$ cat src/rtl/branch_predict_unit_if.sv
// ---------------------------------------------------------------------------
// branch_predict_unit_if
//
// Bundles the fetch-side lookup and the EX-side resolution signals of the
// branch predict unit. Everything in this bundle is combinational with
// respect to its consumer; there is no valid/ready handshake. Ex_Valid
// qualifies the EX-side group: when it is low the EX fields are don't-care
// and the unit neither redirects nor updates its state.
//
// Modports:
//   master - the pipeline: drives F_PC and the EX fields, receives the
//            prediction, redirect and performance counters.
//   slave  - the branch predict unit itself.
// ---------------------------------------------------------------------------
interface branch_predict_unit_if #(
    parameter int PC_W   = 9,
    parameter int PERF_W = 16
);
    // Fetch-side lookup
    logic [PC_W-1:0]   F_PC;
    logic              F_PredTaken;
    logic [31:0]       F_PredTarget;

    // EX-side resolution
    logic              Ex_Valid;
    logic [PC_W-1:0]   Ex_PC;
    logic [31:0]       Ex_Imm;
    logic [31:0]       Ex_RD_One;
    logic              Ex_Branch;
    logic              Ex_JalrSel;
    logic [31:0]       Ex_AluResult;
    logic              Ex_PredTaken;
    logic [31:0]       Ex_PredTarget;
    logic [31:0]       PC_Imm;
    logic [31:0]       PC_Four;
    logic              Redirect;
    logic [31:0]       RedirectPC;

    // Performance counters
    logic [PERF_W-1:0] BranchCount;
    logic [PERF_W-1:0] MispredictCount;

    modport master (
        output F_PC, Ex_Valid, Ex_PC, Ex_Imm, Ex_RD_One, Ex_Branch,
               Ex_JalrSel, Ex_AluResult, Ex_PredTaken, Ex_PredTarget,
        input  F_PredTaken, F_PredTarget, PC_Imm, PC_Four, Redirect,
               RedirectPC, BranchCount, MispredictCount
    );

    modport slave (
        input  F_PC, Ex_Valid, Ex_PC, Ex_Imm, Ex_RD_One, Ex_Branch,
               Ex_JalrSel, Ex_AluResult, Ex_PredTaken, Ex_PredTarget,
        output F_PredTaken, F_PredTarget, PC_Imm, PC_Four, Redirect,
               RedirectPC, BranchCount, MispredictCount
    );
endinterface

$ cat src/rtl/branch_predict_unit.sv
// ---------------------------------------------------------------------------
// branch_predict_unit
//
// Branch/jump target computation and resolution for the EX stage, plus a
// direct-mapped branch target buffer (BTB) with saturating direction
// counters used for next-PC prediction in IF. A resolution that disagrees
// with the prediction carried down the pipeline raises Redirect with the
// correct next PC. Two saturating performance counters track resolved
// control transfers and redirects.
//
// Ports:
//   clk    - single clock, all state on the rising edge
//   reset  - asynchronous, active-low reset
//   bus    - branch_predict_unit_if.slave (lookup, resolution, counters)
//
// Parameters:
//   PC_W    - PC width (PC_W >= IDX_W+3); PCs zero-extend to 32 bits
//   ENTRIES - BTB entries, power of two, >= 2
//   CNT_W   - direction counter width, >= 2
//   PERF_W  - performance counter width
// ---------------------------------------------------------------------------
module branch_predict_unit #(
    parameter int PC_W    = 9,
    parameter int ENTRIES = 16,
    parameter int CNT_W   = 2,
    parameter int PERF_W  = 16
) (
    input  logic                  clk,
    input  logic                  reset,
    branch_predict_unit_if.slave  bus
);
    localparam int IDX_W = $clog2(ENTRIES);
    localparam int TAG_W = PC_W - IDX_W - 2;

    localparam logic [CNT_W-1:0]  CNT_WEAK_T  = {1'b1, {(CNT_W-1){1'b0}}};
    localparam logic [CNT_W-1:0]  CNT_WEAK_NT = {1'b0, {(CNT_W-1){1'b1}}};
    localparam logic [CNT_W-1:0]  CNT_MAX     = '1;
    localparam logic [CNT_W-1:0]  CNT_MIN     = '0;
    localparam logic [CNT_W-1:0]  CNT_ONE     = {{(CNT_W-1){1'b0}}, 1'b1};
    localparam logic [PERF_W-1:0] PERF_MAX    = '1;
    localparam logic [PERF_W-1:0] PERF_ONE    = {{(PERF_W-1){1'b0}}, 1'b1};

    // BTB storage
    logic                  r_valid  [ENTRIES];
    logic [TAG_W-1:0]      r_tag    [ENTRIES];
    logic [PC_W-1:0]       r_target [ENTRIES];
    logic [CNT_W-1:0]      r_cnt    [ENTRIES];

    logic [PERF_W-1:0]     r_branch_cnt;
    logic [PERF_W-1:0]     r_mispred_cnt;

    // Fetch-side lookup
    logic [IDX_W-1:0]      w_f_idx;
    logic [TAG_W-1:0]      w_f_tag;
    logic                  w_f_pred;

    // EX-side resolution
    logic [IDX_W-1:0]      w_ex_idx;
    logic [TAG_W-1:0]      w_ex_tag;
    logic                  w_ex_hit;
    logic [31:0]           w_ex_pc32;
    logic [31:0]           w_pc_imm;
    logic [31:0]           w_pc_four;
    logic [31:0]           w_jalr_sum;
    logic                  w_resolved;
    logic                  w_act_taken;
    logic [31:0]           w_act_target;
    logic                  w_redirect;
    logic                  w_unused;

    // Only the condition bit of the ALU compare result matters here.
    assign w_unused = ^bus.Ex_AluResult[31:1];

    // ---------------- Lookup (no bypass of a same-cycle update) ----------
    assign w_f_idx  = bus.F_PC[IDX_W+1:2];
    assign w_f_tag  = bus.F_PC[PC_W-1:IDX_W+2];
    assign w_f_pred = r_valid[w_f_idx] && (r_tag[w_f_idx] == w_f_tag)
                      && r_cnt[w_f_idx][CNT_W-1];

    assign bus.F_PredTaken  = w_f_pred;
    assign bus.F_PredTarget = w_f_pred ? {{(32-PC_W){1'b0}}, r_target[w_f_idx]}
                                       : 32'h0;

    // ---------------- Resolution ----------------------------------------
    assign w_ex_pc32  = {{(32-PC_W){1'b0}}, bus.Ex_PC};
    assign w_pc_imm   = w_ex_pc32 + bus.Ex_Imm;
    assign w_pc_four  = w_ex_pc32 + 32'd4;
    assign w_jalr_sum = bus.Ex_RD_One + bus.Ex_Imm;

    assign w_resolved   = bus.Ex_Valid && (bus.Ex_Branch || bus.Ex_JalrSel);
    assign w_act_taken  = bus.Ex_JalrSel || (bus.Ex_Branch && bus.Ex_AluResult[0]);
    assign w_act_target = bus.Ex_JalrSel ? (w_jalr_sum & ~32'h1) : w_pc_imm;

    // A predicted-taken non-control instruction means a stale or aliased
    // entry steered fetch; it must be flushed back to the fall-through PC.
    assign w_redirect = bus.Ex_Valid && (
                          (w_resolved && (w_act_taken != bus.Ex_PredTaken)) ||
                          (w_resolved && w_act_taken &&
                           (bus.Ex_PredTarget != w_act_target)) ||
                          (!w_resolved && bus.Ex_PredTaken));

    assign bus.PC_Imm     = w_pc_imm;
    assign bus.PC_Four    = w_pc_four;
    assign bus.Redirect   = w_redirect;
    assign bus.RedirectPC = !w_redirect ? 32'h0 :
                            (w_resolved && w_act_taken) ? w_act_target : w_pc_four;

    // ---------------- Update --------------------------------------------
    assign w_ex_idx = bus.Ex_PC[IDX_W+1:2];
    assign w_ex_tag = bus.Ex_PC[PC_W-1:IDX_W+2];
    assign w_ex_hit = r_valid[w_ex_idx] && (r_tag[w_ex_idx] == w_ex_tag);

    always_ff @(posedge clk or negedge reset) begin
        if (!reset) begin
            for (int i = 0; i < ENTRIES; i++) begin
                r_valid[i]  <= 1'b0;
                r_tag[i]    <= '0;
                r_target[i] <= '0;
                r_cnt[i]    <= CNT_WEAK_NT;
            end
            r_branch_cnt  <= '0;
            r_mispred_cnt <= '0;
        end else begin
            if (w_resolved) begin
                if (w_ex_hit) begin
                    if (w_act_taken) begin
                        if (r_cnt[w_ex_idx] != CNT_MAX)
                            r_cnt[w_ex_idx] <= r_cnt[w_ex_idx] + CNT_ONE;
                        r_target[w_ex_idx] <= w_act_target[PC_W-1:0];
                    end else if (r_cnt[w_ex_idx] != CNT_MIN) begin
                        r_cnt[w_ex_idx] <= r_cnt[w_ex_idx] - CNT_ONE;
                    end
                end else if (w_act_taken) begin
                    // Allocate on a taken miss, overwriting whatever lived here.
                    r_valid[w_ex_idx]  <= 1'b1;
                    r_tag[w_ex_idx]    <= w_ex_tag;
                    r_target[w_ex_idx] <= w_act_target[PC_W-1:0];
                    r_cnt[w_ex_idx]    <= CNT_WEAK_T;
                end
            end else if (bus.Ex_Valid && bus.Ex_PredTaken) begin
                r_valid[w_ex_idx] <= 1'b0;
            end

            if (w_resolved && (r_branch_cnt != PERF_MAX))
                r_branch_cnt <= r_branch_cnt + PERF_ONE;
            if (w_redirect && (r_mispred_cnt != PERF_MAX))
                r_mispred_cnt <= r_mispred_cnt + PERF_ONE;
        end
    end

    assign bus.BranchCount     = r_branch_cnt;
    assign bus.MispredictCount = r_mispred_cnt;

endmodule

$ cat src/flat_wrapper.sv
// flat-port wrapper written by rule: the top's interface ports become plain ports
module branch_predict_unit_flat 
#(
    parameter int PC_W    = 9,
    parameter int ENTRIES = 16,
    parameter int CNT_W   = 2,
    parameter int PERF_W  = 16
)
  (clk, reset, bus_F_PC, bus_Ex_Valid, bus_Ex_PC, bus_Ex_Imm, bus_Ex_RD_One, bus_Ex_Branch, bus_Ex_JalrSel, bus_Ex_AluResult, bus_Ex_PredTaken, bus_Ex_PredTarget, bus_F_PredTaken, bus_F_PredTarget, bus_PC_Imm, bus_PC_Four, bus_Redirect, bus_RedirectPC, bus_BranchCount, bus_MispredictCount);
  branch_predict_unit_if #(.PC_W(PC_W), .PERF_W(PERF_W)) bus_i ();
  input  logic clk;
  input  logic reset;
  input wire logic [$bits(bus_i.F_PC)-1:0] bus_F_PC;
  input wire logic [$bits(bus_i.Ex_Valid)-1:0] bus_Ex_Valid;
  input wire logic [$bits(bus_i.Ex_PC)-1:0] bus_Ex_PC;
  input wire logic [$bits(bus_i.Ex_Imm)-1:0] bus_Ex_Imm;
  input wire logic [$bits(bus_i.Ex_RD_One)-1:0] bus_Ex_RD_One;
  input wire logic [$bits(bus_i.Ex_Branch)-1:0] bus_Ex_Branch;
  input wire logic [$bits(bus_i.Ex_JalrSel)-1:0] bus_Ex_JalrSel;
  input wire logic [$bits(bus_i.Ex_AluResult)-1:0] bus_Ex_AluResult;
  input wire logic [$bits(bus_i.Ex_PredTaken)-1:0] bus_Ex_PredTaken;
  input wire logic [$bits(bus_i.Ex_PredTarget)-1:0] bus_Ex_PredTarget;
  output wire logic [$bits(bus_i.F_PredTaken)-1:0] bus_F_PredTaken;
  output wire logic [$bits(bus_i.F_PredTarget)-1:0] bus_F_PredTarget;
  output wire logic [$bits(bus_i.PC_Imm)-1:0] bus_PC_Imm;
  output wire logic [$bits(bus_i.PC_Four)-1:0] bus_PC_Four;
  output wire logic [$bits(bus_i.Redirect)-1:0] bus_Redirect;
  output wire logic [$bits(bus_i.RedirectPC)-1:0] bus_RedirectPC;
  output wire logic [$bits(bus_i.BranchCount)-1:0] bus_BranchCount;
  output wire logic [$bits(bus_i.MispredictCount)-1:0] bus_MispredictCount;
  assign bus_i.F_PC = bus_F_PC;
  assign bus_i.Ex_Valid = bus_Ex_Valid;
  assign bus_i.Ex_PC = bus_Ex_PC;
  assign bus_i.Ex_Imm = bus_Ex_Imm;
  assign bus_i.Ex_RD_One = bus_Ex_RD_One;
  assign bus_i.Ex_Branch = bus_Ex_Branch;
  assign bus_i.Ex_JalrSel = bus_Ex_JalrSel;
  assign bus_i.Ex_AluResult = bus_Ex_AluResult;
  assign bus_i.Ex_PredTaken = bus_Ex_PredTaken;
  assign bus_i.Ex_PredTarget = bus_Ex_PredTarget;
  assign bus_F_PredTaken = bus_i.F_PredTaken;
  assign bus_F_PredTarget = bus_i.F_PredTarget;
  assign bus_PC_Imm = bus_i.PC_Imm;
  assign bus_PC_Four = bus_i.PC_Four;
  assign bus_Redirect = bus_i.Redirect;
  assign bus_RedirectPC = bus_i.RedirectPC;
  assign bus_BranchCount = bus_i.BranchCount;
  assign bus_MispredictCount = bus_i.MispredictCount;
  branch_predict_unit #(.PC_W(PC_W), .ENTRIES(ENTRIES), .CNT_W(CNT_W), .PERF_W(PERF_W)) u_core (.clk(clk), .reset(reset), .bus(bus_i));
endmodule
$ cat config.mk
export PLATFORM = sky130hd
export DESIGN_NAME = branch_predict_unit_flat
export DESIGN_NICKNAME = d
export VERILOG_FILES = /design/src/rtl/branch_predict_unit_if.sv /design/src/rtl/branch_predict_unit.sv /design/src/flat_wrapper.sv
export SDC_FILE = /design/constraint.sdc
export NUM_CORES = 1
export LEC_CHECK = 0
export BUFFER_PORTS_ARGS = -buffer_cell sky130_fd_sc_hd__buf_2
export CAP_MARGIN = 10
export CORE_UTILIZATION = 59
export CTS_BUF_LIST = sky130_fd_sc_hd__clkbuf_4
export DETAILED_ROUTE_END_ITERATION = 8
export HOLD_SLACK_MARGIN = 0.06
export PLACE_DENSITY = 0.82
export SETUP_SLACK_MARGIN = 0.15
export SYNTH_ARGS = -nofsm -noshare
export SYNTH_HDL_FRONTEND = slang
export SYNTH_SLANG_ARGS = --single-unit
$ cat constraint.sdc
create_clock -name clk -period 4.65 [get_ports clk]
set_input_delay 0.2325 -clock clk [delete_from_list [all_inputs] [get_ports clk]]
set_output_delay 0.2325 -clock clk [all_outputs]
set_load 0.005 [all_outputs]
# Word level (Yosys, flattened, before mapping)

Cells that the tools add are included.

Mux-type cells: 46
Bitwise logic cells: 9
Add/subtract/negate cells: 7
Reductions and logical operators: 27
$lt $le $gt $ge: 3
Equal/unequal tests: 10

Operator list:

| cell                  | count |
|---|---|
| $mux 32               | 8 |
| $bwmux 144            | 1 |
| $bwmux 32             | 2 |
| $mux 16               | 4 |
| $bwmux 48             | 1 |
| $bmux 9 s4            | 1 |
| $demux 9 s4           | 1 |
| $mux 9                | 4 |
| $add 16x1->16 const B | 2 |
| $add 32x32->32        | 1 |
| $add 9x32->32         | 1 |
| $and 16x16->16        | 2 |
| $ne 16x16->1 const B  | 2 |
| $ne 32x32->1          | 1 |
| $not 16->16           | 2 |
| $or 16x16->16         | 2 |
| $bmux 3 s4            | 2 |
| $bmux 2 s4            | 2 |
| $mux 3                | 5 |
| $logic_and 1x1->1     | 14 |
| $demux 3 s4           | 1 |
| $add 9x3->10 const B  | 1 |
| $ge 5x5->1 const B    | 2 |
| $mux 2                | 5 |
| 19 further kinds      | 35 |

Input bits: 152
Word-level logic and storage cells: 168
Register bits: 272

# Depth between registers and ports, before layout

Gate-level depths: netlist of run 1.

Word-level depth: 9
Gate-level depth with buffers: 16
Gate-level depth less buffers: 14

# Worst setup path after synthesis of run 1

No wires, ideal clock.

Kind: input port to output port
From: in bus_Ex_Imm[4]
To: out bus_RedirectPC[31]
Data required time: 4.418 ns
Path slack: 0.894 ns
Cell stages on the path: 15
Path buffers: 2
Arrival: 3.523 ns
Cells stage by stage: ha_1 buf_2 a21o_1 a31oi_1 a21oi_1 or4b_2 nand3_1 mux2_2 a2111o_1 nor4_1 and4_4 nand2_4 nand2_4 buf_4 nor2_1

Word-level cells in the longest chain between the ends: 8
Elaborated cells on any way between the ends: 10
Classes of those cells: add/sub: 2; eq/ne: 1; mux: 3; reduce/logical: 4

Ends and longest elaborated chain:

| what               | line                       | source |
|---|---|---|
| start: declaration | flat_wrapper.sv:16         | `input wire logic [$bits(bus_i.Ex_Imm)-1:0] bus_Ex_Imm;` |
| $add 9x32->32      | branch_predict_unit.sv:86  | `assign w_pc_imm = w_ex_pc32 + bus.Ex_Imm;` |
| net bus_PC_Imm[7]  | flat_wrapper.sv:25         | `output wire logic [$bits(bus_i.PC_Imm)-1:0] bus_PC_Imm;` |
| $mux 32            | branch_predict_unit.sv:92  | `assign w_act_target = bus.Ex_JalrSel ? (w_jalr_sum & ~32'h1) : w_pc_imm;` |
| $ne 32x32->1       | branch_predict_unit.sv:99  | `(bus.Ex_PredTarget != w_act_target)) \|\|` |
| $logic_and 1x1->1  | branch_predict_unit.sv:98  | `(w_resolved && w_act_taken &&` |
| $logic_or 1x1->1   | branch_predict_unit.sv:97  | `(w_resolved && (w_act_taken != bus.Ex_PredTaken)) \|\|` |
| $logic_or 1x1->1   | branch_predict_unit.sv:99  |  |
| $logic_and 1x1->1  | branch_predict_unit.sv:96  | `assign w_redirect = bus.Ex_Valid && (` |
| $mux 32            | branch_predict_unit.sv:105 | `assign bus.RedirectPC = !w_redirect ? 32'h0 :` |
| end: declaration   | flat_wrapper.sv:28         | `output wire logic [$bits(bus_i.RedirectPC)-1:0] bus_RedirectPC;` |

The timed path passes the listed nets, and every way through them passes these cells.

# Worst setup path after layout of run 1

From: in bus_Ex_Imm[13]
To: out bus_RedirectPC[10]

Word-level cells in the longest chain between the ends: 8
Elaborated cells on any way between the ends: 9
Classes of those cells: add/sub: 2; eq/ne: 1; mux: 2; reduce/logical: 4

Ends and longest elaborated chain:

| what                                            | line |
|---|---|
| $add 9x32->32 or $add 32x32->32 (tied branches) | branch_predict_unit.sv:86, branch_predict_unit.sv:88 |
| $mux 32 *                                       | branch_predict_unit.sv:92 |
| $ne 32x32->1 *                                  | branch_predict_unit.sv:99 |
| $logic_and 1x1->1 *                             | branch_predict_unit.sv:98 |
| $logic_or 1x1->1 *                              | branch_predict_unit.sv:97 |
| $logic_or 1x1->1 *                              | branch_predict_unit.sv:99 |
| $logic_and 1x1->1 *                             | branch_predict_unit.sv:96 |
| $mux 32 *                                       | branch_predict_unit.sv:105 |

Every way passes the cells marked *; elsewhere a longest branch is shown, timed or not.

==> metrics, run 1 <==
status=completed; Post-DP Area=a little under 0.02 sq mm; crit-path max FO=18; pwr dens=~370 mW/mm^2; main flop type after synthesis=dfrtp_1; die area=between 0.03 and 0.04 sq mm; proportion of synthesized area in mux cells=16.9%; Setup Crit Path Kind=input pin to output port; most area-hungry cell type in the Yosys netlist=dfrtp_1; CTS buffer count=71; Post-Synth XOR/XNOR Area=approximately 6.6%; Worst-Margin Slew=1.26 ns; Die Y=178 um; pre-CTS setup slack=around 0.20 ns; Clk Latency, worst-skew pair=between 0.7 and 0.8 ns; Synth area leaders=dfrtp_1, mux4_2, nand2_1, o21ai_0, mux2_2; vias after detailed routing=16,200; Core Area=between 0.03 and 0.04 sq mm; Startpoint Class=input pin; Arr. time, crit path=4.23 ns; vias in the first global route=about 16,000; peak supply drop=about 0.31 mV; Setup TNS Final=0 ns; sequential share of the synthesized area=37.5%; clock sink count=around 270; total gr overflow=0; Yosys reg bits=about 270; Layout area overhead=13.9%; Async SR Flop Fraction=100%; most frequent cells in the layout=dfrtp_1, nand2_1, buf_2; design area=between 0.02 and 0.025 sq mm; mean post-synth cell area=around 10 sq um; top cell type's share of synthesized area=35.2%; H-Tree Depth=3; Post-synth EDFFs=0; 1st-pass router iterations=5; Final Slew Violations=0; # fillers=between 2,000 and 2,500; largest net degree at the start of global routing=around 120; Starting DRT DRC Count=between 1,500 and 2,000; Tightest Hold Check Type=input pin to register; Final Hold Fails=0; DRC violations left=0; Overall Power=approximately 7800 uW; period utilisation layout=96.0%; setup ws final=0.186 ns; share of layout cells above drive strength 1=between 30% and 40%; worst hold margin=between 0.1 and 0.15 ns; crit end category=output port; worst-case clock buffer depth=3; most common cell after layout, fill and taps aside=dfrtp_1; Post-Synthesis Cells=about 1,800; Top Ports=314; Ys Warns=0; Total Routing Usage GR=between 30% and 40%; RSZ-0062 raised after global routing=no; DRT Wirelength=57.7 mm; CTS tree=built; Worst-path clk slew=about 0.060 ns; Setup violations, final=0; Max-slew headroom=~15%; main combinational cell family by area after synthesis=multiplexers; Via density=between 6 and 7; mapped cell area=0.0182 sq mm; max_cap viols=0; initial antenna violation count=9; num rows=63; port bufs=between 200 and 250; nets=approximately 2,300; hpwl dp=41.3 mm; Distinct cells, synth=92; GPL Wtd Cong=0.983; post-synthesis compound-gate area fraction=between 10 and 15%; Req. time, crit path=around 4.4 ns; maximum clock frequency=approximately 220 MHz; drt wl/cell=approximately 23 um; first-pass GRT wire length=87.5 mm; Die W=roughly 180 um; Root Driver=clkbuf_4; skew final=about 0.041 ns; Post-DRT Antenna Nets=0; LEAKAGE=0.00960 uW; Synth Area in Simple Gates=between 15 and 20%; post-synthesis adder-cell area fraction=under 10%; post-route minimum period=4.46 ns; Starting Density=between 60 and 70%
## cell families (layout without fill, tap and decap cells)
kind of cell,Yosys count,count (layout)
buffers and inverters,198,451
flip-flops,272,272
AO/OA/AOI/OAI,409,410
other,1,53
AND/OR/NAND/NOR,599,599
multiplexers,179,179
XOR/XNOR,125,125
adder cells (fa/ha/maj),49,49
## Yosys cell counts, drive strengths merged (5+ instances only)
cell type / n
a2111oi: 7
a211oi: 26
a21o: 31
a21oi: 52
a221oi: 5
a31oi: 23
and2: 11
and3: 19
and4: 10
buf: 77
clkbuf: 86
dfrtp: 256
dfstp: 16
ha: 47
inv: 35
mux2: 71
mux2i: 13
mux4: 95
nand2: 242
nand2b: 9
nand3: 68
nand3b: 8
nand4: 24
nor2: 131
nor2b: 19
nor3: 20
nor4: 7
o2111ai: 7
o211a: 10
o211ai: 10
o21a: 5
o21ai: 186
o21bai: 5
or2: 5
or3: 7
or4: 5
xnor2: 69
xnor3: 5
xor2: 49
## timing repair
| item | 4_1_cts | 5_1_grt |
|---|---|---|
| setup endpoints to repair | 0 | 33 |
| gates resized for setup | 0 | 21 |
| setup buffers | 0 | 3 |
| hold endpoints to repair | 104 | 0 |
| hold buffers | 2 | 0 |
## power by group
group / total [uW] / internal, uW / switching, uW
clock: 2120 / 1140 / 980
sequential: 3310 / 2930 / 389
combinational: 2330 / 1100 / 1230
## worst paths after layout
path | slack, ns | endpoint | start | cells past startpoint
setup / recovery | 0.19 | bus_RedirectPC[10] | bus_Ex_Imm[13] | 16
hold / removal | 0.11 | u_core.r_tag[47] | bus_Ex_PC[8] | 3
setup reg to reg | 1.14 | u_core.r_cnt[10] | u_core.r_tag[42] | 7
hold reg to reg | 0.48 | u_core.r_target[79] | u_core.r_target[79] | 2
max in group asynchronous | 3.31 | u_core.r_target[88] | reset | 3
min in group asynchronous | 0.17 | u_core.r_target[131] | reset | 2
## routing by layer
metal | up-vias | routed length, um | track usage [%]
met5 | - | 0 | 0
met4 | 0 | 2450 | 16.1
met3 | 166 | 5830 | 9.51
met2 | 911 | 26300 | 55.5
met1 | 8035 | 23100 | 50.3
li1 | 7134 | - | -
## flip-flops by register name, indices dropped and copies added, names as in the netlist, named ones only
name / cells
u_core.bus.BranchCount: 16
u_core.bus.MispredictCount: 16
u_core.r_cnt: 32
u_core.r_tag: 48
u_core.r_target: 144
## final cells by class
type	count	area [sq um]	share of cell area, %
clock buffer	106	796	3.84
multi-input combinational	1407	10700	51.5
timing repair buffer	300	1710	8.23
antenna	8	20.0	0.0965
inverter	35	131	0.633
tap	390	488	2.35
clock inverter	10	95.1	0.458
sequential	272	6830	32.9
## through the flow
stage	utilization [%]	instances
3_3_place_gp	65.5	2398
4_1_cts	68.6	2516
3_5_place_dp	65.5	2398
5_1_grt	69.1	2527
6_report	69.1	2528
2_1_floorplan	-	1876
## critical path: stages
cell and delay (ns):
buf_2 0.12, ha_1 0.40, a21oi_1 0.26, o21ai_0 0.21, o2bb2ai_1 0.22, nor4_1 0.60
a2bb2oi_1 0.23, nand2_1 0.15, xnor2_1 0.18, nand4_1 0.25, nor4b_4 0.60, buf_4 0.22
nand2_4 0.07, nand2_4 0.20, a211oi_1 0.09, buf_2 0.18
Note: power is estimated with default switching activity, not from simulation.
==> inputs of run 2 (changes only) <==
--- a/config.mk
+++ b/config.mk
@@ -5,13 +5,14 @@
 export SDC_FILE = /design/constraint.sdc
 export NUM_CORES = 1
 export LEC_CHECK = 0
+export ABC_AREA = 1
 export BUFFER_PORTS_ARGS = -buffer_cell sky130_fd_sc_hd__buf_2
 export CAP_MARGIN = 10
-export CORE_UTILIZATION = 59
+export CORE_UTILIZATION = 60
 export CTS_BUF_LIST = sky130_fd_sc_hd__clkbuf_4
 export DETAILED_ROUTE_END_ITERATION = 8
 export HOLD_SLACK_MARGIN = 0.06
-export PLACE_DENSITY = 0.82
+export PLACE_DENSITY_LB_ADDON = 0.1
 export SETUP_SLACK_MARGIN = 0.15
 export SYNTH_ARGS = -nofsm -noshare
 export SYNTH_HDL_FRONTEND = slang
==> run 2 against run 1 <==
Against the previous run: sequential power about the same; sequential share of layout area decreased by 1.5 points; global-route usage is 4.6 points higher; register-to-register slack improved by 0.03 ns; critical path depth increased by 7; fmax grew 7.2%; synthesized area rose by 6.8%; critical path type unchanged.
==> metrics, run 2 <==
pwr dens=357 mW/mm^2 (-4.7%); hpwl dp=50.7 mm (+23%); Max-slew headroom=18.3% (+3.4 points); die area=0.0331 sq mm (+5.0%); status=completed; Total Routing Usage GR=41.4% (+4.6 points); Clk Latency, worst-skew pair=0.76 ns (+0.05 ns); final core utilization=68.5% (-0.62 points); Synth area leaders=dfrtp_1, nand2_1, o21ai_0, nand3_1, inv_1; r2r setup slk=1.17 ns (+0.03 ns); maximum clock frequency=240 MHz (+7.2%); initial antenna violation count=6 (-3); worst-case clock buffer depth=3 (unchanged); Setup TNS Final=0 ns (unchanged); skew final=0.0462 ns (+0.00553 ns); num rows=65 (+3.2%); Startpoint Class=input pin; Final Slew Violations=0 (unchanged); CTS tree=built; Core Area=0.0317 sq mm (+5.6%); Logic pwr share=27.4% (-2.6 points); first-pass GRT wire length=106 mm (+21%); port bufs=235 (unchanged); LEAKAGE=0.0117 uW (+22%); Final Hold Fails=0 (unchanged); total gr overflow=0 (unchanged); largest net degree at the start of global routing=115 (-5.0%); sw frac=36.0% (+2.5 points); Largest regs=u_core.r_target: 144 flops, u_core.r_tag: 48 flops, u_core.r_cnt: 32 flops; mean post-synth cell area=6.53 sq um (-34%); Root Driver=clkbuf_4; most common cell after layout, fill and taps aside=nand2_1; CTS buffer count=74 (+4.2%); Post-Synthesis Cells=2,980 (+63%); clock power share=30.0% (+2.7 points); mapped cell area=0.0195 sq mm (+6.8%); Req. time, crit path=4.42 ns (about the same); Starting DRT DRC Count=2,275 (+27%); Distinct cells, synth=53 (-42%); footprint of the multi-input gates=0.0106 sq mm (-0.50%); vias after detailed routing=21,400 (+32%); Reg area=0.00683 sq mm (unchanged); nets=3,402 (+49%); Ys Warns=0 (unchanged); drt wl/cell=18.8 um (-18%); GPL Wtd Cong=1.07 (+8.5%); Worst-path clk slew=0.06 ns (about the same); Starting Density=61.3% (+0.70 points); most frequent cells in the layout=nand2_1, o21ai_0, inv_1; Reg2Reg Launch Point=u_core.r_tag[42]; peak supply drop=0.245 mV (-21%); Net Sw Power=2790 uW (+7.3%); Die W=182 um (+2.5%); Post-synth top cells=nand2_1, inv_1, o21ai_0; Seq pwr share=42.6% (about the same); share of layout cells above drive strength 1=13.3% (-17 points); period utilisation layout=89.5% (-6.5 points); Biggest register=u_core.r_target; max_cap viols=0 (unchanged); Via density=5.84 (-9.1%); top cell type's share of synthesized area=32.9% (-2.2 points); Post-synth EDFFs=0 (unchanged); RSZ-0062 raised after global routing=no; reg2reg end=u_core.r_cnt[4]; Async SR Flop Fraction=100% (unchanged); setup ws final=0.486 ns (+0.301 ns); P_int=4960 uW (-4.1%); Tightest Hold Check Type=input pin to asynchronous set/reset pin; clock sink count=272 (unchanged); most area-hungry cell type in the Yosys netlist=dfrtp_1; pre-CTS setup slack=0.528 ns (+0.323 ns); main flop type after synthesis=dfrtp_1; cells on worst reg2reg path=16 (+9); # placed instances=3,521 (+47%); sequential share of the synthesized area=35.1% (-2.4 points); cell with the most instances after synthesis=nand2_1; Yosys reg bits=272 (unchanged); worst hold margin=0.148 ns (+0.0394 ns); Layout area overhead=11.6%; crit end category=output port; Arr. time, crit path=3.93 ns (-0.30 ns); vias in the first global route=19,800 (+26%); final cell count without fillers=3,658 (+45%); crit-path max FO=18 (unchanged); Post-DRT Antenna Nets=0 (unchanged); Setup Crit Path Kind=input pin to output port; Die Y=182 um (+2.5%); DRT Wirelength=68.7 mm (+19%); Worst-Margin Slew=1.23 ns (-0.0380 ns); Setup violations, final=0 (unchanged); post-route minimum period=4.16 ns (-0.301 ns); DRC violations left=0 (unchanged); 1st-pass router iterations=9 (+4); H-Tree Depth=3 (unchanged); max reg flops=144 (unchanged); # fillers=2,906 (+26%); Top Ports=314 (unchanged)
## run 2: changes by cell type after synthesis, moves of 67 or more
cell,delta
inv_1,+300
nand2_1,+721
mux2_2,-67
mux4_2,-95
o21ai_0,+156
nor2_1,+93
nand3_1,+190
## run 2: how the worst max path moves through the flow
| stage | from | end | slack (ns) |
|---|---|---|---|
| 2_1_floorplan | bus_Ex_Imm[0] | bus_RedirectPC[23] | 1.84 |
| 3_3_place_gp | bus_Ex_PC[0] | bus_RedirectPC[1] | 0.55 |
| 3_5_place_dp | bus_Ex_PC[0] | bus_RedirectPC[6] | 0.53 |
| 4_1_cts | bus_Ex_PC[0] | bus_RedirectPC[6] | 0.52 |
| 5_1_grt | bus_Ex_PC[0] | bus_RedirectPC[31] | 0.16 |
| 6_report | bus_Ex_PC[0] | bus_RedirectPC[31] | 0.49 |
## run 2: power groups by stage
| stage | registers, uW | logic, uW | clock network [uW] |
|---|---|---|---|
| 2_1_floorplan | 3220 | 1430 | 0 |
| 3_3_place_gp | 3280 | 2000 | 0 |
| 3_5_place_dp | 3310 | 2070 | 0 |
| 4_1_cts | 3280 | 2090 | 2350 |
| 5_1_grt | 3350 | 2400 | 2470 |
| 6_report | 3300 | 2130 | 2320 |
## run 2: cell type report
cell class	count	share of cell area (%)
antenna	2	0.0230
clock buffer	108	3.73
clock inverter	21	0.905
inverter	348	6.03
multi-input combinational	2241	49.0
sequential	272	31.4
tap	402	2.32
timing repair buffer	264	6.60
## run 2: cell families (layout without fill, tap and decap cells)
group / count (synthesis) / after routing / share of synthesized area [%]
multiplexers: 6 / 6 / 0.315
AO/OA/AOI/OAI: 527 / 527 / 14.5
buffers and inverters: 511 / 741 / 11.2
flip-flops: 272 / 272 / 35.1
other: 1 / 47 / 0.0193
XOR/XNOR: 37 / 37 / 1.70
AND/OR/NAND/NOR: 1577 / 1577 / 34.0
adder cells (fa/ha/maj): 49 / 49 / 3.23
## run 2: routing by layer
layer	wire length [um]	global-route usage, %	part of all wire [%]	up-vias
met2	30800	65.6	45	1272
met1	26500	52.0	39	9764
met3	6740	8.50	9.8	250
li1	-	-	-	10100
met5	57	0	0.083	-
met4	4580	26.1	6.7	8
## run 2: timing repair
| item | in CTS | in global routing |
|---|---|---|
| resized for setup | 0 | 1 |
| endpoints found under the hold margin | 113 | 0 |
| hold buffers | 6 | 0 |
| endpoints found under the setup margin | 0 | 11 |
| setup buffers | 0 | 0 |
## run 2: metrics by stage
| stage | cell area [sq um] | total power, uW |
|---|---|---|
| 2_1_floorplan | 19600 | 4650 |
| 3_3_place_gp | 20600 | 5280 |
| 3_5_place_dp | 20600 | 5380 |
| 4_1_cts | 21700 | 7720 |
| 5_1_grt | 21700 | 8220 |
| 6_report | 21700 | 7750 |
## run 2: critical path, stage by stage
cell     delay (ns)
buf_2          0.15
ha_1           0.28
fa_1           0.45
nand2_1        0.12
nand2_1        0.08
nand3_1        0.11
nand2_1        0.10
nand2_1        0.09
nand3_1        0.10
nand2_2        0.31
nand2_1        0.09
nand2_1        0.07
nand2_1        0.05
nor2_1         0.10
nand2_1        0.06
nor2_1         0.20
nand2_1        0.09
nor2_1         0.13
nand3_2        0.40
buf_4          0.38
nand4_1        0.16
inv_1          0.06
buf_2          0.12
